--- src/rtl/tmds_std_dec_if.sv ---
// TMDS decoder channel bundle: raw deserialized word in, decoded symbol fields out.
// Latency: n/a (signal grouping only).
// Backpressure: none; one word per clock in and out.
interface tmds_std_dec_if;
    logic [9:0] din;
    logic       de;
    logic       c0;
    logic       c1;
    logic [7:0] dout;
    logic       locked;
    logic [3:0] offset;

    modport master (
        output din,
        input  de, c0, c1, dout, locked, offset
    );

    modport slave (
        input  din,
        output de, c0, c1, dout, locked, offset
    );
endinterface

--- src/rtl/tmds_std_dec.sv ---
// Single-channel TMDS decoder: bit-slip word alignment by control-token search, then symbol decode.
// Latency: a word captured on edge N is decoded onto the outputs at edge N+2.
// Backpressure: none; accepts and emits one word every clock.
module tmds_std_dec #(
    parameter int LOCK_TOKENS   = 16,
    parameter int SEARCH_WINDOW = 2048,
    parameter int LOSS_WINDOW   = 4096
) (
    input  logic          clk,
    input  logic          reset,
    tmds_std_dec_if.slave bus
);
    localparam int RUN_W  = $clog2(LOCK_TOKENS + 1);
    localparam int WIN_W  = $clog2(SEARCH_WINDOW);
    localparam int MISS_W = $clog2(LOSS_WINDOW);
    localparam logic [RUN_W-1:0]  RUN_LAST  = RUN_W'(LOCK_TOKENS - 1);
    localparam logic [WIN_W-1:0]  WIN_LAST  = WIN_W'(SEARCH_WINDOW - 1);
    localparam logic [MISS_W-1:0] MISS_LAST = MISS_W'(LOSS_WINDOW - 1);

    typedef enum logic {SEARCH, LOCKED} state_t;

    state_t            state;
    logic [9:0]        cur;
    logic [9:0]        prev;
    logic [RUN_W-1:0]  tok_run;
    logic [WIN_W-1:0]  win_cnt;
    logic [MISS_W-1:0] miss_cnt;

    logic [19:0] window;
    logic [9:0]  q;
    logic        is_tok;
    logic [1:0]  tok_c;
    logic [8:0]  t;
    logic [7:0]  d;
    logic [3:0]  next_offset;

    assign window      = {cur, prev};
    assign next_offset = (bus.offset == 4'd9) ? 4'd0 : bus.offset + 4'd1;

    // prev holds the earlier word, so offset k takes the last 10-k bits of prev then k bits of cur
    always_comb begin
        q = window[9:0];
        for (int k = 1; k < 10; k++) begin
            if (bus.offset == 4'(k)) begin
                q = window[k +: 10];
            end
        end
    end

    always_comb begin
        is_tok = 1'b1;
        tok_c  = 2'b00;
        case (q)
            10'h354: tok_c = 2'b00;
            10'h0AB: tok_c = 2'b01;
            10'h154: tok_c = 2'b10;
            10'h2AB: tok_c = 2'b11;
            default: is_tok = 1'b0;
        endcase
    end

    always_comb begin
        t    = {q[8], q[9] ? ~q[7:0] : q[7:0]};
        d    = 8'h00;
        d[0] = t[0];
        for (int i = 1; i < 8; i++) begin
            d[i] = t[8] ? (t[i] ^ t[i-1]) : ~(t[i] ^ t[i-1]);
        end
    end

    always_ff @(posedge clk) begin
        if (reset) begin
            state      <= SEARCH;
            cur        <= '0;
            prev       <= '0;
            tok_run    <= '0;
            win_cnt    <= '0;
            miss_cnt   <= '0;
            bus.offset <= 4'd0;
            bus.locked <= 1'b0;
            bus.de     <= 1'b0;
            bus.c0     <= 1'b0;
            bus.c1     <= 1'b0;
            bus.dout   <= 8'h00;
        end else begin
            prev <= cur;
            cur  <= bus.din;
            case (state)
                SEARCH: begin
                    bus.de   <= 1'b0;
                    bus.c0   <= 1'b0;
                    bus.c1   <= 1'b0;
                    bus.dout <= 8'h00;
                    // a completed token run wins over a window expiry on the same edge
                    if (is_tok && tok_run == RUN_LAST) begin
                        state      <= LOCKED;
                        bus.locked <= 1'b1;
                        tok_run    <= '0;
                        win_cnt    <= '0;
                        miss_cnt   <= '0;
                    end else if (win_cnt == WIN_LAST) begin
                        bus.offset <= next_offset;
                        tok_run    <= '0;
                        win_cnt    <= '0;
                    end else begin
                        tok_run <= is_tok ? tok_run + 1'b1 : '0;
                        win_cnt <= win_cnt + 1'b1;
                    end
                end
                LOCKED: begin
                    if (is_tok) begin
                        miss_cnt <= '0;
                        bus.de   <= 1'b0;
                        bus.c0   <= tok_c[0];
                        bus.c1   <= tok_c[1];
                        bus.dout <= 8'h00;
                    end else if (miss_cnt == MISS_LAST) begin
                        state      <= SEARCH;
                        bus.locked <= 1'b0;
                        bus.offset <= next_offset;
                        tok_run    <= '0;
                        win_cnt    <= '0;
                        miss_cnt   <= '0;
                        bus.de     <= 1'b0;
                        bus.c0     <= 1'b0;
                        bus.c1     <= 1'b0;
                        bus.dout   <= 8'h00;
                    end else begin
                        miss_cnt <= miss_cnt + 1'b1;
                        bus.de   <= 1'b1;
                        bus.dout <= d;
                    end
                end
                default: state <= SEARCH;
            endcase
        end
    end
endmodule

--- src/flat_wrapper.sv ---
// flat-port wrapper written by rule: the top's interface ports become plain ports
module tmds_std_dec_flat 
#(
    parameter int LOCK_TOKENS   = 16,
    parameter int SEARCH_WINDOW = 2048,
    parameter int LOSS_WINDOW   = 4096
)
  (clk, reset, bus_din, bus_de, bus_c0, bus_c1, bus_dout, bus_locked, bus_offset);
  tmds_std_dec_if bus_i ();
  input  logic clk;
  input  logic reset;
  input wire logic [$bits(bus_i.din)-1:0] bus_din;
  output wire logic [$bits(bus_i.de)-1:0] bus_de;
  output wire logic [$bits(bus_i.c0)-1:0] bus_c0;
  output wire logic [$bits(bus_i.c1)-1:0] bus_c1;
  output wire logic [$bits(bus_i.dout)-1:0] bus_dout;
  output wire logic [$bits(bus_i.locked)-1:0] bus_locked;
  output wire logic [$bits(bus_i.offset)-1:0] bus_offset;
  assign bus_i.din = bus_din;
  assign bus_de = bus_i.de;
  assign bus_c0 = bus_i.c0;
  assign bus_c1 = bus_i.c1;
  assign bus_dout = bus_i.dout;
  assign bus_locked = bus_i.locked;
  assign bus_offset = bus_i.offset;
  tmds_std_dec #(.LOCK_TOKENS(LOCK_TOKENS), .SEARCH_WINDOW(SEARCH_WINDOW), .LOSS_WINDOW(LOSS_WINDOW)) u_core (.clk(clk), .reset(reset), .bus(bus_i));
endmodule
--- config.mk ---
export PLATFORM = sky130hd
export DESIGN_NAME = tmds_std_dec_flat
export DESIGN_NICKNAME = d
export VERILOG_FILES = /design/src/rtl/tmds_std_dec_if.sv /design/src/rtl/tmds_std_dec.sv /design/src/flat_wrapper.sv
export SDC_FILE = /design/constraint.sdc
export NUM_CORES = 1
export LEC_CHECK = 0
export ABC_AREA = 1
export BUFFER_PORTS_ARGS = -buffer_cell sky130_fd_sc_hd__buf_2
export CELL_PAD_IN_SITES_DETAIL_PLACEMENT = 0
export CELL_PAD_IN_SITES_GLOBAL_PLACEMENT = 1
export CORE_MARGIN = 3
export CORE_UTILIZATION = 39
export CTS_CLUSTER_DIAMETER = 120
export DETAILED_ROUTE_END_ITERATION = 12
export GPL_TIMING_DRIVEN = 1
export PLACE_DENSITY_LB_ADDON = 0.1
export SLEW_MARGIN = 20
export SYNTH_ARGS = -nofsm -noshare
export SYNTH_HDL_FRONTEND = slang
export SYNTH_SLANG_ARGS = --single-unit
export TNS_END_PERCENT = 20
--- constraint.sdc ---
create_clock -name clk -period 2.4 [get_ports clk]
set_input_delay 0.12 -clock clk [delete_from_list [all_inputs] [get_ports clk]]
set_output_delay 0.12 -clock clk [all_outputs]
set_load 0.05 [all_outputs]
==> results_dict.tcl, run 1 <==
set metrics [dict create \
    cts.sinks 65 \
    vias 4356 \
    cts-buffers-inserted 9 \
    slew_headroom 0.519 \
    worstPathRequired_ps 2690 \
    gp_congestion 0.853 \
    clkPwrFrac 0.402 \
    seq_area_frac_synth 0.314 \
    critical_path.top_delay_family "simple AND/OR/NAND/NOR gates" \
    fin_nets 785 \
    internal_power_uw 1660 \
    drt_iter0_markers 164 \
    pwr-share-comb 0.098 \
    power_density_nw_per_um2 379 \
    die_h_um 109 \
    final_cell_mix "nand2_1 (152), inv_1 (78), buf_4 (77)" \
    cts_tree "done" \
    dpl.hpwl_um 8200 \
    grt-ovfl-total 0 \
    reg2regPathDepth 23 \
    min-delay-start "reset" \
    syn_avg_cell_area_um2 6.43 \
    grt_use_total 0.206 \
    yosysUniqueCellTypes 38 \
    rsz0062_at_grt "true" \
    rows 36 \
    grt_pass1_wl_um 19500 \
    synth_area_um2 4140 \
    total_power_uw 2230 \
    crit_chain "nor2_4 > buf_6 > nand2_4 > nand2_1 > nand3_1 > nand3_1 > nand3_1 > nand2_1 > nand2_1 > nand2_1 > nand2_1 > nand2_1 > nand2_1 > nand2_2 > inv_2 > nand2_2 > nor2_4 > nand2_4 > nand2_8 > nor3_4 > nand2_4 > buf_12 > a21oi_4" \
    grt_pass1_vias 4147 \
    yosys_warnings 0 \
    final_common_cell "nand2_1" \
    crit_path_max_incr_delay_ps 370 \
    start_util 0.412 \
    ir_worst_vdd_mv 0.263 \
    ff2ff_setup_slack_ps -190 \
    seq_power_share 0.500 \
    endpoint_kind "register" \
    syn_nets 660 \
    r2r_end "u_core.bus.dout[1]" \
    fill_cells 954 \
    crit_fanout 8 \
    drive_gt1_frac 0.350 \
    hold_viol_final 0 \
    dpl_cell_area_um2 4880 \
    synthCells 644 \
    crit_path_frequent_cell "nand2_1" \
    wirelength_um 11700 \
    yosys_register_bits 65 \
    run_status "finished, violations left" \
    avgViaCountPerCell 4.80 \
    core_um2 10000 \
    setup_viol_count_final 44 \
    io_pins 28 \
    min_period_ps 2590 \
    synthFlopType "dfxtp_1" \
    r2r_start "u_core.bus.offset[3]" \
    synth_edf_count 0 \
    tightest_slew_ps 721 \
    worstHoldEndpoint "u_core.prev[9]" \
    first_pass_iters 4 \
    worst-path-buf-inv 3 \
    diodes 0 \
    async_reset_ff_frac 0 \
    hold-path-cell-count 2 \
    area_growth_pct 42.1 \
    port_buffers 27 \
    swShare 0.256 \
    fmax_mhz 387 \
    die-width_um 109 \
    p_leak_uw 0.00266 \
    worstSetupPathType "register to register" \
    worst_slack_ps -187 \
    stdcell_area_um2 5880 \
    crit_path_top_delay_cell "dfxtp_4" \
    drtAntennaViolNets 0 \
    fin_skew_ps 10.2 \
    die-area_um2 11900 \
    cp_data_arrival_time_ps 2880 \
    fin_crit_sh 1.08 \
    holdWs_ps 238 \
    violations "negative setup slack" \
    clk_pin_slew_ps 80 \
    drv_slew 0 \
    hp-class "input port to register" \
    clock_latency_ps 350 \
    wire_per_inst_um 12.9 \
    fin_util 0.586 \
    drv_cap 0 \
    grt_start_max_net_pins 27 \
    cp-start-kind "register" \
    p_sw_uw 570 \
    antenna_found_initial 0 \
    clock_path_buffers 2 \
    drcViolationCount 0 \
    dp_slack_ps -331 \
    htree_levels 3 \
    clock_tree.root_cell "clkbuf_8" \
]
-- final cells by class --
type | count | area, µm² | share of cell area
timing repair buffer | 131 | 1050 | 0.179
inverter | 99 | 412 | 0.0700
clock inverter | 2 | 10.0 | 0.00170
tap | 133 | 166 | 0.0283
sequential | 65 | 1320 | 0.224
clock buffer | 14 | 174 | 0.0296
multi-input combinational | 463 | 2750 | 0.468
-- through the flow --
step	instances	TNS, ps
final	907	-5350
after global routing	907	-14100
after CTS	886	-2790
after detailed placement	851	-9380
after global placement	851	-8570
after floorplan	644	-16.8
-- kinds of logic after synthesis --
logic type      Yosys count  share of synthesized area
simple gates            338                      0.375
compound gates          100                      0.137
xor+xnor                 18                     0.0381
flops                    65                      0.314
fa+ha+maj                 4                     0.0121
buf+inv                 119                      0.124
-- metal layers --
metal | track usage | routed length, µm | up-vias
met2 | 0.357 | 5840 | 60
met1 | 0.262 | 5370 | 1992
li1 | - | - | 2288
met5 | 0 | 0 | -
met3 | 0.0326 | 369 | 16
met4 | 0.0631 | 153 | 0
-- state kept, by name, summed over array words and instances (netlist names) --
| signal | cells |
|---|---|
| u_core.bus.offset | 4 |
| u_core.tok_run | 5 |
| u_core.bus.de | 1 |
| u_core.bus.dout | 8 |
| u_core.bus.c1 | 1 |
| u_core.bus.locked | 1 |
| u_core.prev | 10 |
| u_core.win_cnt | 11 |
| u_core.miss_cnt | 12 |
| u_core.state | 1 |
| u_core.cur | 10 |
| u_core.bus.c0 | 1 |
-- power by group through the flow --
| stage | sequential (µW) | clock (µW) | combinational, µW |
|---|---|---|---|
| 2_1_floorplan | 1140 | 0 | 100 |
| 3_3_place_gp | 1140 | 0 | 178 |
| 3_5_place_dp | 1140 | 0 | 179 |
| 4_1_cts | 1110 | 925 | 201 |
| 5_1_grt | 1120 | 973 | 244 |
| 6_report | 1110 | 895 | 219 |
-- synthesized netlist by cell type, types with 2 or more instances --
cell type / count / area (µm²)
nand2_1: 179 / 672
inv_1: 82 / 308
dfxtp_1: 65 / 1300
nor2_1: 56 / 210
nand3_1: 52 / 260
a21oi_1: 50 / 250
o21ai_0: 29 / 145
inv_2: 16 / 60.1
xor2_1: 15 / 131
nand4_1: 12 / 75.1
nand2_2: 9 / 56.3
buf_6: 7 / 78.8
a21oi_2: 6 / 52.6
clkbuf_1: 6 / 22.5
buf_2: 5 / 25.0
nand2_4: 5 / 56.3
o21ai_1: 5 / 25.0
or2_2: 5 / 31.3
ha_1: 4 / 50.1
nor2_2: 4 / 25.0
nor2_4: 4 / 45.0
nand3_2: 3 / 30.0
nor3_1: 3 / 15.0
o22ai_1: 3 / 18.8
xnor2_1: 3 / 26.3
buf_4: 2 / 15.0
nand3b_1: 2 / 15.0
nor2_8: 2 / 40.0
-- worst max path at each step --
stage                               from                  to  slack [ps]  depth (start not counted)
floorplan           u_core.bus.offset[1]  u_core.miss_cnt[7]          -9                         22
global placement    u_core.bus.offset[3]   u_core.win_cnt[0]        -290                         23
detailed placement  u_core.bus.offset[3]   u_core.win_cnt[0]        -330                         23
CTS                 u_core.bus.offset[2]   u_core.win_cnt[4]        -130                         23
global route        u_core.bus.offset[3]  u_core.bus.dout[0]        -380                         23
finish              u_core.bus.offset[3]  u_core.bus.dout[1]        -190                         23
-- repair_timing --
action / 4_1_cts / 5_1_grt
gates cloned: 2 / 2
endpoints found under the hold margin: 10 / 0
buffers inserted: 7 / 19
hold buffers: 10 / 0
pin swaps: 18 / 61
setup endpoints to repair: 45 / 45
gates resized for setup: 46 / 78
(Power assumes the default switching activity.)
==> run 2: changes to the inputs <==
Settings changed: CELL_PAD_IN_SITES_DETAIL_PLACEMENT 0 to 1, CELL_PAD_IN_SITES_GLOBAL_PLACEMENT 1 to 2, CORE_UTILIZATION 39 to 30.
==> run 2 against run 1 <==
The flow still finishes with violations (negative setup slack). Fmax is 0.50% lower. Non-clock buffer count decreased by 1. Global-route usage shrank 1.4 points. Critical path depth is the same. First-iteration DRC count decreased by 15%. Combinational power about the same. Sequential share of layout area is 0.15 points higher. Clock skew is 4.4 ps lower. Die area rose by 28%. Largest power group is now the clock network.
==> results_dict.tcl, run 2 (synthesis gave the netlist of run 1 again) <==
set metrics [dict create \
    run_status "finished, violations left" \
    violations "negative setup slack" \
    p_sw_uw 632 \
    worstHoldEndpoint "u_core.cur[7]" \
    power_density_nw_per_um2 467 \
    crit_chain "nand2_4 > nor2_4 > buf_12 > a21oi_1 > nand2_1 > nand3_2 > nand3_2 > nand2_1 > nand2_1 > nand2_1 > nand2_1 > nand2_2 > nand2_1 > inv_1 > nand2_2 > nor2_4 > nand2_4 > nand2_4 > buf_6 > nor3_4 > nand2_4 > buf_12 > a21oi_2" \
    antenna_found_initial 0 \
    swShare 0.232 \
    die_h_um 123 \
    final_cell_mix "nand2_1 (163), buf_4 (81), inv_1 (80)" \
    grt_pass1_wl_um 23000 \
    worst_slack_ps -200 \
    clk_pin_slew_ps 50 \
    final_cells 946 \
    clkPwrFrac 0.511 \
    cts-buffers-inserted 9 \
    fin_crit_sh 1.08 \
    start_util 0.310 \
    drv_slew 0 \
    r2r_start "u_core.bus.offset[1]" \
    diodes 0 \
    avgViaCountPerCell 4.75 \
    final_common_cell "nand2_1" \
    worstSetupPathType "register to register" \
    die-width_um 123 \
    seq_power_share 0.410 \
    drive_gt1_frac 0.310 \
    p_leak_uw 0.00269 \
    drv_cap 0 \
    wirelength_um 13900 \
    ir_worst_vdd_mv 0.244 \
    total_power_uw 2730 \
    core_um2 13300 \
    wl_met3_um 283 \
    crit_path_top_delay_cell "dfxtp_4" \
    cts_tree "done" \
    reg2regPathDepth 23 \
    cts.sinks 65 \
    cp-start-kind "register" \
    fin_skew_ps 5.74 \
    fin_nets 781 \
    grt_use_total 0.192 \
    endpoint_kind "register" \
    route.met2.wl_um 7060 \
    clock_latency_ps 340 \
    grt_pass1_vias 4711 \
    r2r_end "u_core.bus.dout[1]" \
    port_buffers 27 \
    dp_cells 907 \
    drtAntennaViolNets 0 \
    tightest_slew_ps 478 \
    area_growth_pct 41.1 \
    crit_fanout 8 \
    rows 42 \
    reg_top3 "u_core.miss_cnt: 12 flops, u_core.win_cnt: 11 flops" \
    cp_data_arrival_time_ps 2870 \
    crit_path_max_incr_delay_ps 460 \
    min_period_ps 2600 \
    ff2ff_setup_slack_ps -200 \
    vias 4495 \
    worstPathRequired_ps 2670 \
    crit_path_frequent_cell "nand2_1" \
    min-delay-start "bus_din[7]" \
    dpl_cell_area_um2 5040 \
    hold-path-cell-count 3 \
    clock_tree.root_cell "clkbuf_16" \
    drcViolationCount 0 \
    rsz0062_at_grt "true" \
    hp-class "input port to register" \
    clock_path_buffers 2 \
    largest-register "u_core.miss_cnt" \
    grt-ovfl-total 0 \
    wire_per_inst_um 14.7 \
    first_pass_iters 4 \
    finalSetupTns_ps -6040 \
    grt_start_max_net_pins 38 \
    die-area_um2 15300 \
    met1Wirelength_um 6270 \
    dpl.hpwl_um 10200 \
    stdcell_area_um2 5840 \
    drt_iter0_markers 139 \
    pwr-share-comb 0.079 \
    htree_levels 3 \
    io_pins 28 \
    largest_reg_flops 12 \
    internal_power_uw 2100 \
    top_layer "met4" \
    slew_headroom 0.681 \
    hold_viol_final 0 \
    fin_util 0.438 \
    gp_congestion 0.836 \
    fmax_mhz 385 \
    setup_viol_count_final 45 \
]
run 2: cell count changes in the layout (fill, tap and decap cells not counted), sizes merged:
cell | previous run | this run
inv | 97 | 98
clkinv | 4 | 1
nand2 | 195 | 193
dlygate4sd3 | 10 | 9
nor2 | 67 | 66
clkbuf | 15 | 17
run 2: worst max-delay path: cells and delay by family (launching register included):
| kind | cells | cell delay, ps |
|---|---|---|
| buffers and inverters | 4 | 460 |
| DFF | 1 | 460 |
| and+or+nand+nor | 17 | 1450 |
| AOI/OAI and AO/OA | 2 | 150 |
run 2: through the flow:
stage / worst slack [ps] / hold WS (ps)
3_5_place_dp: -349 / 334
5_1_grt: -393 / 30.7
2_1_floorplan: -8.61 / 227
6_report: -200 / 2.65
3_3_place_gp: -268 / 333
4_1_cts: -189 / 8.90
run 2: timing repair:
| item | in CTS | in global routing |
|---|---|---|
| endpoints found under the setup margin | 45 | 45 |
| buffers inserted | 3 | 10 |
| gates cloned | 0 | 1 |
| hold buffers | 9 | 0 |
| endpoints found under the hold margin | 9 | 0 |
| pin swaps | 7 | 12 |
| gates resized for setup | 44 | 30 |
run 2: worst max-delay path by stage:
stage | from | to | slack, ps | cells past startpoint
6_report | u_core.bus.offset[1] | u_core.bus.dout[1] | -200 | 23
5_1_grt | u_core.bus.offset[2] | u_core.tok_run[4] | -390 | 23
4_1_cts | u_core.bus.offset[2] | u_core.tok_run[4] | -190 | 21
3_5_place_dp | u_core.bus.offset[2] | u_core.win_cnt[0] | -350 | 23
3_3_place_gp | u_core.bus.offset[2] | u_core.win_cnt[0] | -270 | 23
2_1_floorplan | u_core.bus.offset[1] | u_core.miss_cnt[7] | -9 | 22
run 2: power by group through the flow:
stage          sequential (µW)  combinational, µW  clock [µW]
6_report                  1120                216        1390
5_1_grt                   1120                242        1480
4_1_cts                   1120                208        1430
3_5_place_dp              1140                191           0
3_3_place_gp              1140                189           0
2_1_floorplan             1140                100           0
run 2: final cells by class:
cell class | count | area [µm²]
Fill cell | 1723 | 7500
Multi-Input combinational cell | 460 | 2550
Timing Repair Buffer | 130 | 1040
Clock buffer | 16 | 323
Sequential cell | 65 | 1320
Inverter | 99 | 402
Tap cell | 176 | 220
run 2: metal layers:
metal  vias up  global-route usage
met5         -                   0
met1      2153               0.239
met3        20              0.0306
li1       2275                   -
met2        47               0.335
met4         0              0.0671
==> run 3: changes to the inputs <==
==> constraint.sdc (replaced) <==
create_clock -name clk -period 2.4 [get_ports clk]
set_input_delay 0.48 -clock clk [delete_from_list [all_inputs] [get_ports clk]]
set_output_delay 0.48 -clock clk [all_outputs]
set_load 0.05 [all_outputs]
==> run 3 against run 2 <==
The run still ends with negative setup slack left. Power shrank 1.7%. First-iteration DRC count shrank 13%. Worst setup slack better by 25 ps. Count of clock-buffer cells in the layout shrank 1. Cell count fell by 0.63%. Via count fell by 1.8%. Clock power decreased by 3%. Clock skew up 2.7 ps. Critical path type unchanged. Die area unchanged. Critical path depth fell by 2. Register-to-register slack improved by 20 ps. Sequential share of layout area decreased by 0.14 points. Critical endpoint is now u_core.miss_cnt[7].
==> results_dict.tcl, run 3 (synthesis gave the netlist of run 1 again) <==
set metrics [dict create \
    violations "negative setup slack" \
    die_h_um 123 \
    drcViolationCount 0 \
    largest-register "u_core.miss_cnt" \
    met1_usage 0.236 \
    clock_tree.root_cell "clkbuf_16" \
    core_um2 13300 \
    wirelength_um 13900 \
    drive_gt1_frac 0.336 \
    gp_congestion 0.886 \
    clk_pin_slew_ps 60 \
    rsz0062_at_grt "true" \
    drtAntennaViolNets 0 \
    grt-ovfl-total 0 \
    cts-buffers-inserted 9 \
    die-width_um 123 \
    slew_headroom 0.697 \
    drv_slew 0 \
    dp_cells 903 \
    diodes 0 \
    hold_viol_final 0 \
    stdcell_area_um2 5880 \
    worstPathRequired_ps 2670 \
    vias 4416 \
    htree_levels 3 \
    crit_path_max_incr_delay_ps 360 \
    crit_path_frequent_cell "nand2_1" \
    dpl.hpwl_um 10200 \
    final_cell_mix "nand2_1 (162), buf_4 (84), inv_1 (81)" \
    cp-start-kind "register" \
    busiest_layer "met2" \
    setup_viol_count_final 45 \
    drt_iter0_markers 121 \
    fin_nets 775 \
    first_pass_iters 4 \
    avgViaCountPerCell 4.70 \
    grt_util_met2 0.347 \
    crit_fanout 8 \
    crit_chain "nor2_4 > buf_6 > nand3_1 > nand3_1 > nand2_1 > nand3_2 > nand3_2 > nand2_1 > nand2_1 > nand2_1 > nand2_1 > nand2_2 > nor2_2 > nand2_1 > nor2_2 > nand2_4 > nand2_8 > nor3_4 > nand2_2 > buf_6 > o22ai_2" \
    final_cells 940 \
    fin_skew_ps 8.41 \
    antenna_found_initial 0 \
    p_leak_uw 0.00270 \
    worst_slack_ps -175 \
    fmax_mhz 388 \
    power_density_nw_per_um2 456 \
    worstSetupPathType "register to register" \
    ir_worst_vdd_mv 0.448 \
    clock_path_buffers 2 \
    final_common_cell "nand2_1" \
    drv_cap 0 \
    largest_reg_flops 12 \
    grt_pass1_vias 4703 \
    cts_tree "done" \
    hp-class "input port to register" \
    grt_use_total 0.195 \
    run_status "finished, violations left" \
    fin_crit_sh 1.07 \
    dpl_cell_area_um2 4990 \
    cp_data_arrival_time_ps 2840 \
    die-area_um2 15300 \
    area_growth_pct 42.0 \
    reg_top3 "u_core.miss_cnt: 12 flops, u_core.win_cnt: 11 flops" \
    io_pins 28 \
    min_period_ps 2580 \
    crit_path_top_delay_cell "dfxtp_4" \
    holdWs_ps 344 \
    cts.sinks 65 \
    postCtsHoldBufs 0 \
    wire_per_inst_um 14.8 \
    clock_latency_ps 340 \
    endpoint_kind "register" \
    tightest_slew_ps 451 \
    grt_pass1_wl_um 23300 \
    rows 42 \
    start_util 0.310 \
    grt_use_met3 0.0352 \
    grt_start_max_net_pins 24 \
    port_buffers 27 \
]
run 3: changes by cell type in the layout (fill, tap and decap cells not counted), sizes merged:
cell	delta
dlygate4sd3	-9
buf	+2
clkinv	+2
clkbuf	-1
inv	-1
nor2	+1
run 3: report_power, final:
part / switching (µW) / internal [µW]
logic: 126 / 88.4
registers: 20.2 / 1100
clock network: 502 / 847
run 3: critical path: cells and delay by family (launching register included):
family                 cells  cell delay, ps
buffers and inverters      2             330
AND/OR/NAND/NOR           18            1690
flip-flops                 1             360
AO/OA/AOI/OAI              1             120
run 3: per-stage QoR:
step / setup WS, ps / util / setup TNS [ps] / total power (µW)
after floorplan: -8.61 / - / -16.8 / 1240
after global placement: -252 / 0.374 / -7400 / 1330
after detailed placement: -329 / 0.374 / -9390 / 1330
after CTS: -137 / 0.420 / -3620 / 2720
after global routing: -370 / 0.441 / -13880 / 2810
final: -175 / 0.441 / -5230 / 2680
run 3: per-layer routing:
layer | routed length, µm | up-vias
met5 | 0 | -
met4 | 229 | 0
met3 | 366 | 17
met2 | 7120 | 40
met1 | 6210 | 2090
li1 | - | 2269
run 3: worst paths after layout:
check,from,end,slack (ps),cells past startpoint
worst max-delay path,u_core.bus.offset[3],u_core.miss_cnt[7],-180,21
worst min register to register,u_core.cur[9],u_core.prev[9],410,2
worst min-delay path,bus_din[0],u_core.cur[0],340,3
worst max register to register,u_core.bus.offset[3],u_core.miss_cnt[7],-180,21
run 3: what timing repair did:
action / 4_1_cts / 5_1_grt
hold endpoints to repair: 0 / 0
resized for setup: 51 / 49
setup endpoints to repair: 45 / 45
setup buffers: 12 / 7
pin swaps: 22 / 30
cloned: 1 / 1
run 3: layout make-up:
| cell class | count | area [µm²] |
|---|---|---|
| Fill cell | 1715 | 7470 |
| Multi-Input combinational cell | 461 | 2680 |
| Sequential cell | 65 | 1320 |
| Timing Repair Buffer | 123 | 953 |
| Inverter | 99 | 409 |
| Clock buffer | 15 | 299 |
| Tap cell | 176 | 220 |
| Clock inverter | 1 | 5.00 |
